==> src/rtl/uart_pkg.sv <==
// Shared UART constants: state encoding, default bit timing, frame sizes.
// Used by uart_tx_serial, the frame packer and uart_rx.
package uart_pkg;

   localparam int CLKS_PER_BIT_DEF = 434;

   localparam int START_BITS = 1;
   localparam int DATA_BITS  = 8;
   localparam int FRAME_BITS_8N1 = START_BITS + DATA_BITS + 1;
   localparam int FRAME_BITS_8N2 = START_BITS + DATA_BITS + 2;

   localparam logic [1:0] ST_IDLE  = 2'd0;
   localparam logic [1:0] ST_START = 2'd1;
   localparam logic [1:0] ST_DATA  = 2'd2;
   localparam logic [1:0] ST_STOP  = 2'd3;

   typedef enum logic [1:0] {
      IDLE  = ST_IDLE,
      START = ST_START,
      DATA  = ST_DATA,
      STOP  = ST_STOP
   } state_t;

   function automatic int frame_bits(input int stop_bits);
      return START_BITS + DATA_BITS + stop_bits;
   endfunction

endpackage

==> src/rtl/uart_baud_cnt.sv <==
// Bit-period counter: counts 0..CLKS_PER_BIT-1, pulses o_bit_end on the last.
// Ports: i_clk, i_rst (sync, high), i_clr (restart at 0), o_bit_end.
module uart_baud_cnt
   import uart_pkg::*;
#(
   parameter int CLKS_PER_BIT = CLKS_PER_BIT_DEF
) (
   input  logic i_clk,
   input  logic i_rst,
   input  logic i_clr,
   output logic o_bit_end
);

   localparam int W = $clog2(CLKS_PER_BIT);
   localparam logic [W-1:0] LAST = W'(CLKS_PER_BIT - 1);

   logic [W-1:0] r_cnt;

   always_ff @(posedge i_clk) begin
      if (i_rst || i_clr)
         r_cnt <= '0;
      else if (r_cnt == LAST)
         r_cnt <= '0;
      else
         r_cnt <= r_cnt + 1'b1;
   end

   assign o_bit_end = (r_cnt == LAST);

endmodule

==> src/rtl/uart_tx_serial.sv <==
// UART 8N1/8N2 transmitter with a one-byte holding register.
// Ports: i_clk, i_rst, i_tx_dv, i_tx_byte[7:0] -> o_tx_ready,
//        o_tx_serial, o_tx_active, o_tx_done.
module uart_tx_serial
   import uart_pkg::*;
#(
   parameter int CLKS_PER_BIT = CLKS_PER_BIT_DEF,
   parameter int STOP_BITS    = 1
) (
   input  logic       i_clk,
   input  logic       i_rst,
   input  logic       i_tx_dv,
   input  logic [7:0] i_tx_byte,
   output logic       o_tx_ready,
   output logic       o_tx_serial,
   output logic       o_tx_active,
   output logic       o_tx_done
);

   localparam logic [2:0] LAST_DATA = 3'(DATA_BITS - 1);
   localparam logic [2:0] LAST_STOP = 3'(STOP_BITS - 1);

   state_t     r_state, w_next;
   logic [2:0] r_bit_idx, w_bit_nxt;
   logic [7:0] r_hold, r_shift;
   logic       r_hold_valid;
   logic       r_serial, r_active, r_last, r_done;
   logic       w_bit_end, w_load, w_stop_end;
   logic       w_line, w_clr, w_accept;

   assign w_accept = i_tx_dv && !r_hold_valid;

   // Counter restarts at 0 on every state entry and stays parked in IDLE.
   assign w_clr = (r_state == IDLE) || (w_next != r_state);

   uart_baud_cnt #(
      .CLKS_PER_BIT(CLKS_PER_BIT)
   ) u_baud (
      .i_clk     (i_clk),
      .i_rst     (i_rst),
      .i_clr     (w_clr),
      .o_bit_end (w_bit_end)
   );

   always_ff @(posedge i_clk) begin
      if (i_rst) begin
         r_state   <= IDLE;
         r_bit_idx <= '0;
      end else begin
         r_state   <= w_next;
         r_bit_idx <= w_bit_nxt;
      end
   end

   // r_bit_idx indexes data bits in DATA and stop bits in STOP.
   always_comb begin
      w_next     = r_state;
      w_bit_nxt  = r_bit_idx;
      w_load     = 1'b0;
      w_stop_end = 1'b0;
      w_line     = 1'b1;
      unique case (r_state)
         IDLE: begin
            if (r_hold_valid) begin
               w_next    = START;
               w_load    = 1'b1;
               w_bit_nxt = '0;
            end
         end
         START: begin
            w_line = 1'b0;
            if (w_bit_end) begin
               w_next    = DATA;
               w_bit_nxt = '0;
            end
         end
         DATA: begin
            w_line = r_shift[r_bit_idx];
            if (w_bit_end) begin
               if (r_bit_idx == LAST_DATA) begin
                  w_next    = STOP;
                  w_bit_nxt = '0;
               end else begin
                  w_bit_nxt = r_bit_idx + 3'd1;
               end
            end
         end
         STOP: begin
            if (w_bit_end) begin
               if (r_bit_idx == LAST_STOP) begin
                  w_stop_end = 1'b1;
                  w_bit_nxt  = '0;
                  if (r_hold_valid) begin
                     w_next = START;
                     w_load = 1'b1;
                  end else begin
                     w_next = IDLE;
                  end
               end else begin
                  w_bit_nxt = r_bit_idx + 3'd1;
               end
            end
         end
      endcase
   end

   // Outputs are a registered image of the FSM, one cycle behind it;
   // the done pulse takes a second stage so it lands on the line's
   // end of the last stop bit, together with the active drop.
   always_ff @(posedge i_clk) begin
      if (i_rst) begin
         r_hold_valid <= 1'b0;
         r_serial     <= 1'b1;
         r_active     <= 1'b0;
         r_last       <= 1'b0;
         r_done       <= 1'b0;
      end else begin
         if (w_load)
            r_hold_valid <= 1'b0;
         else if (w_accept)
            r_hold_valid <= 1'b1;
         r_serial <= w_line;
         r_active <= (r_state != IDLE);
         r_last   <= w_stop_end;
         r_done   <= r_last;
      end
   end

   always_ff @(posedge i_clk) begin
      if (w_accept)
         r_hold <= i_tx_byte;
      if (w_load)
         r_shift <= r_hold;
   end

   assign o_tx_ready  = !r_hold_valid;
   assign o_tx_serial = r_serial;
   assign o_tx_active = r_active;
   assign o_tx_done   = r_done;

endmodule

==> config.mk <==
export PLATFORM = sky130hd
export DESIGN_NAME = uart_tx_serial
export DESIGN_NICKNAME = d
export VERILOG_FILES = /design/src/rtl/uart_pkg.sv /design/src/rtl/uart_baud_cnt.sv /design/src/rtl/uart_tx_serial.sv
export SDC_FILE = /design/constraint.sdc
export NUM_CORES = 1
export LEC_CHECK = 0
export CAP_MARGIN = 20
export CORE_ASPECT_RATIO = 1.2
export CORE_MARGIN = 2
export CORE_UTILIZATION = 30
export DETAILED_ROUTE_END_ITERATION = 10
export PLACE_DENSITY = 0.54
export SLEW_MARGIN = 40
export SYNTH_ARGS = -nofsm -noshare
export SYNTH_HDL_FRONTEND = slang
export SYNTH_HIERARCHICAL = 1
export SYNTH_SLANG_ARGS = --single-unit
==> constraint.sdc <==
create_clock -name i_clk -period 5.9 [get_ports i_clk]
set_input_delay 0.59 -clock i_clk [delete_from_list [all_inputs] [get_ports i_clk]]
set_output_delay 0.59 -clock i_clk [all_outputs]
set_load 0.02 [all_outputs]
==> flow_summary.ini, run 1 <==
[outcome]
outcome = completed

[clocking]
cts_hold_buf = 0
cts-htree-levels = 2
clock_path_buffers = 2
clock-sinks = 35
cts.repair.resized = 0
clock_latency_ns = 0.28
clk_pin_slew_worst_paths_ns = 0.07
numCtsBuffers = 5
cts_root_buf = clkbuf_8
cts_tree = built
cts_setup_buffers = 0

[timing]
hold_violations = 0
grt_setup_unrepaired = false
slew_headroom_pct = 48.44
max_slew.worst_pin.slew_ns = 0.7674
finClkSkew_ns = 0.004820
setup_viol = 0
maxSlewViolCount = 0
period_share_pct = 48.09
fmax_ghz = 0.3524
tns_ns = 0
fin_crit_ns = 2.837

[placement]
dp.cells = 211
dp_hpwl_um = 1966
routabilityCongestion = 0.8798
place_area_um2 = 1778
place.port_buffers = 14

[floorplanning]
die_area_um2 = 5840
dieHeight_um = 83.32
io_pins = 15
core_area_um2 = 5010
start_util_pct = 31.39
core.rowCount = 28
dieWidth_um = 70.10

[global_routing]
grt_max_degree = 13
gr-usage-all-layers_pct = 9.681
overflow = 0
grt_first_pass_wirelength_um = 4505
first_global_vias = 1045
antenna_found_initial = 0

[layout]
n_fill_cell = 496
final_area_um2 = 1863
layout_commonest_cell = dfxtp_1
final_core_utilization_pct = 37.19
diodes = 0
nNetsFinal = 178
instances_no_fill = 219
drive_above_1_share_pct = 8.805
layout_common_cells = 19 x dfxtp_1, 16 x edfxtp_1, 14 x clkdlybuf4s50_1
syn_to_final_growth_pct = 18.46

[worst_setup_path]
worstPathMaxFanout = 8
worst_ep_arrival_time_ns = 3.05
worstSetupEndpointType = flip-flop
crit_required_ns = 6.11
crit_type = reg2reg
startpoint_type = flip-flop

[run]
cap_violations = 0

[synth]
synth_warnings = 6
syn_inst = 139
synth_fp_nets = 159
netlist_area_um2 = 1573
yosysTopAreaCell = edfxtp_1
synth_top_flop_cell = dfxtp_1
ys_types = 39
synth_edf_count = 16
yosysSeqAreaShare_pct = 54.73
yosys_register_bits = 35
avgSynthCellArea_um2 = 11.31
synth_top_area_share_pct = 30.55
async_reset_ff_share_pct = 0
synth.area.top_cells = edfxtp_1 31%, dfxtp_1 24%, ha_1 7.2%

[power]
leakagePower_nw = 0.6307
power.density_nw_per_um2 = 266.8
ir_worst_vdd_uv = 125.3
total_power_w = 0.0004970

[hold_path]
holdCritPathClass = reg2reg

[route]
drt_first_pass_iters = 4
vias = 1060
avgRoutedWirePerCell_um = 11.92
vias_per_cell = 4.840
wl_um = 2611
drc_errors = 0
drt-initial-drc-count = 100
ant_nets = 0
## power breakdown
group           total, W  internal [W]  leakage (nW)  switching (W)
registers       0.000275      0.000269         0.304     0.00000602
logic          0.0000589     0.0000256         0.285      0.0000334
clock network   0.000163     0.0000823        0.0412      0.0000809
total           0.000497      0.000377         0.631       0.000120
## flip-flops by register name (all words and copies together) (netlist names)
register / cells
u_baud/r_cnt: 9
r_hold: 8
r_shift: 8
r_bit_idx: 3
r_state: 2
o_tx_active: 1
o_tx_done: 1
o_tx_serial: 1
r_hold_valid: 1
r_last: 1
## layer usage
layer	up-vias	GRT usage (%)	routed length [um]
met5	-	0	0
met4	0	6.993	106
met3	9	2.427	100
met2	22	15.67	1258
met1	486	10.93	1146
li1	543	-	-
## final cells by class
type	count	area (um2)	area share, %
timing repair buffer	14	140.1	7.522
multi-input combinational	96	679.4	36.47
inverter	6	22.52	1.209
clock inverter	2	12.51	0.6716
clock buffer	6	72.57	3.895
sequential	35	860.8	46.21
tap	60	75.07	4.030
## worst max-delay path: stages, from the launching register on
cell and delay, ns:
dfxtp_1 0.36, or3_1 0.43, nor3_1 0.62, nor2b_1 0.10
a221oi_1 0.45, and3_1 0.22, o21ai_1 0.09, nor2_1 0.19
o31ai_4 0.16, a21oi_1 0.15
## final timing paths
path | start | to | slack [ns] | depth (start not counted)
worst max-delay path | u_baud/r_cnt[2] | u_baud/r_cnt[6] | 3.06 | 9
worst min-delay path | r_hold[0] | r_shift[0] | 0.42 | 0
worst max register to register | u_baud/r_cnt[2] | u_baud/r_cnt[6] | 3.06 | 9
worst min register to register | r_hold[0] | r_shift[0] | 0.42 | 0
## cell usage after synthesis (all sizes together), types with 2 or more instances
cell type and instances:
nand4 2, nor2 13, a211oi 2, xor2 2
a21oi 10, nand2 9, nor2b 4, mux4 2
nand3 6, edfxtp 16, o21ai 6, nor3 5
inv 6, or3 6, nand2b 2, ha 9
nand3b 2, nor3b 2, dfxtp 19
## logic make-up (layout without fill, tap and decap cells)
| kind of cell | count (synthesis) | after routing | share of synthesized area [%] |
|---|---|---|---|
| AO/OA/AOI/OAI | 26 | 26 | 11.22 |
| multiplexers | 3 | 3 | 3.500 |
| XOR/XNOR | 3 | 3 | 1.671 |
| AND/OR/NAND/NOR | 55 | 55 | 19.33 |
| adder cells (fa/ha/maj) | 9 | 9 | 7.160 |
| buffers and inverters | 8 | 28 | 2.386 |
| flip-flops | 35 | 35 | 54.73 |
## through the flow
stage / setup WS (ns) / hold slack [ns]
final: 3.063 / 0.4217
after global routing: 2.795 / 0.4381
after CTS: 3.071 / 0.4247
after detailed placement: 3.086 / 0.4045
after global placement: 2.948 / 0.4064
after floorplan: 3.276 / 0.4003
No activity file was read; power rests on OpenSTA's default activity.
==> inputs of run 2 (changes only) <==
--- a/config.mk
+++ b/config.mk
@@ -10,7 +10,7 @@
 export CORE_MARGIN = 2
 export CORE_UTILIZATION = 30
 export DETAILED_ROUTE_END_ITERATION = 10
-export PLACE_DENSITY = 0.54
+export PLACE_DENSITY = 0.56
 export SLEW_MARGIN = 40
 export SYNTH_ARGS = -nofsm -noshare
 export SYNTH_HDL_FRONTEND = slang
==> constraint.sdc (replaced) <==
create_clock -name i_clk -period 2.25 [get_ports i_clk]
set_input_delay 0.225 -clock i_clk [delete_from_list [all_inputs] [get_ports i_clk]]
set_output_delay 0.225 -clock i_clk [all_outputs]
set_load 0.02 [all_outputs]
==> run 2 against run 1 <==
Against the previous run:
- first-iteration DRC count down 26%
- combinational power rose to 3.2 times the previous value
- hold slack better by 0.0039 ns
- register-to-register slack worse by 3.0 ns
- clock-buffer cell count down 1
- highest routed layer unchanged
- clock power rose to 3.3 times the previous value
- largest cell class unchanged
- sequential cell count unchanged
- cell count up 8.2%
- clock skew down 0.00066 ns
- maximum frequency up 30%
- critical endpoint is now u_baud/r_cnt[1]
- wire length up 21%
- sequential power rose to 2.6 times the previous value
==> flow_summary.ini, run 2 (synthesis gave the netlist of run 1 again) <==
[floorplanning]
dieHeight_um = 83.32
start_util_pct = 31.39
core_area_um2 = 5010
core.rowCount = 28
io_pins = 15
die_area_um2 = 5840
dieWidth_um = 70.10

[worst_setup_path]
cpPeakStageDelay_ns = 0.40
worstPathMaxFanout = 8
cpMaxStageDelayCell = or3_4
cp_num_buf_inv = 1
worst_ep_arrival_time_ns = 2.33
crit_required_ns = 2.40
crit_type = reg2reg
cp_cell_sequence = or3_4 -> nor3_4 -> buf_6 -> and4b_1 -> nand2_1 -> and3_1 -> o21ai_2 -> nor2_2 -> o31ai_4 -> nor2_1
startpoint_type = flip-flop
reg2reg_slack_ns = 0.07
worstSetupEndpointType = flip-flop
cp_top_family = simple AND/OR/NAND/NOR gates

[power]
seq_power_share_pct = 49.9
leakagePower_nw = 0.7466
sw_frac_of_total_pct = 22.96
power_frac_clock_pct = 37.2
ir_worst_vdd_uv = 447.7
combPwrFrac_pct = 12.9
power.density_nw_per_um2 = 698.5
p_int_w = 0.001115
p_sw_w = 0.0003323

[timing]
slew_headroom_pct = 65.31
maxSlewViolCount = 0
period_share_pct = 97.01
finClkSkew_ns = 0.004164
max_slew.worst_pin.slew_ns = 0.5188
setup_viol = 0
fmax_ghz = 0.4581
hold_violations = 0
whs_ns = 0.4256
fin_crit_ns = 2.183

[placement]
place.port_buffers = 14
routabilityCongestion = 0.9073
dp_hpwl_um = 2252
dp.cells = 226

[outcome]
outcome = completed

[global_routing]
overflow = 0
antenna_found_initial = 0
gr-usage-all-layers_pct = 11.47
first_global_vias = 1170
grt_first_pass_wirelength_um = 5354
grt_max_degree = 13

[clocking]
cts_tree = built
clock-sinks = 35
cts-htree-levels = 2
clock_latency_ns = 0.28
clk_pin_slew_worst_paths_ns = 0.07
clock_path_buffers = 2
numCtsBuffers = 5
cts_root_buf = clkbuf_8

[layout]
diodes = 0
largest_reg_flops = 9
layout_common_cells = 17 x buf_4, 16 x dfxtp_1, 16 x edfxtp_1
syn_to_final_growth_pct = 31.74
top_register = u_baud/r_cnt
layout_commonest_cell = buf_4
multi_input_area_um2 = 723.2
instances_no_fill = 237
seq_area_um2 = 864.6
n_fill_cell = 486
drive_above_1_share_pct = 25.42
reg_top3 = u_baud/r_cnt x9, r_hold x8, r_shift x8
nNetsFinal = 196

[run]
cap_violations = 0

[route]
drt_first_pass_iters = 4
drc_errors = 0
vias_per_cell = 4.857
wl_um = 3170
avgRoutedWirePerCell_um = 13.38
vias = 1151
drt-initial-drc-count = 74
ant_nets = 0

[hold_path]
holdCritPathClass = reg2reg
## run 2: per-layer routing
| layer | vias to the layer above | global-route usage (%) | wire length, um | share of wire, % |
|---|---|---|---|---|
| met5 | - | 0 | 0 | 0 |
| met4 | 0 | 5.769 | 62 | 2.0 |
| met3 | 4 | 2.184 | 87 | 2.7 |
| met2 | 20 | 20.95 | 1775 | 56 |
| met1 | 551 | 12.40 | 1244 | 39 |
| li1 | 576 | - | - | - |
## run 2: per-stage QoR
stage	power (W)	util, %	cell area (um2)	worst slack [ns]	TNS, ns
3_3_place_gp	0.0008980	37.96	1902	0.06587	0
6_report	0.001447	41.36	2072	0.06726	0
3_5_place_dp	0.0009033	37.96	1902	-0.04675	-0.1959
5_1_grt	0.001513	41.36	2072	-0.03642	-0.2024
4_1_cts	0.001451	40.23	2016	0.01334	0
2_1_floorplan	0.0008327	-	1589	0.04021	0
## run 2: path summary, 6_finish.rpt
kind	start	to	cells after the start
min	r_hold[3]	r_shift[3]	0
max	u_baud/r_cnt[3]	u_baud/r_cnt[1]	10
max reg2reg	u_baud/r_cnt[3]	u_baud/r_cnt[1]	10
min reg2reg	r_hold[3]	r_shift[3]	0
## run 2: worst reg2reg max path, cell delays in order, from the launching register on
cell	delay [ns]
dfxtp_2	0.33
or3_4	0.41
nor3_4	0.21
buf_6	0.15
and4b_1	0.24
nand2_1	0.06
and3_1	0.18
o21ai_2	0.18
nor2_2	0.07
o31ai_4	0.14
nor2_1	0.10
## run 2: power by group through the flow
stage | clock network, W | logic, W | registers (W)
3_5_place_dp | 0 | 0.000167 | 0.000736
6_report | 0.000539 | 0.000186 | 0.000722
3_3_place_gp | 0 | 0.000165 | 0.000733
2_1_floorplan | 0 | 0.0000981 | 0.000735
4_1_cts | 0.000558 | 0.000172 | 0.000721
5_1_grt | 0.000584 | 0.000203 | 0.000726
## run 2: area by class of cell
cell class                 count  area share [%]
clock inverter                 3           1.872
clock buffer                   5           3.321
inverter                       6           1.087
timing repair buffer          32           13.47
tap                           60           3.623
multi-input combinational     96           34.90
sequential                    35           41.73
## run 2: repair_timing
action	in CTS	in global routing
resized for setup	1	14
pin swaps	0	5
buffers inserted	0	3
hold buffers	0	0
setup endpoints to repair	8	8
gates cloned	0	0
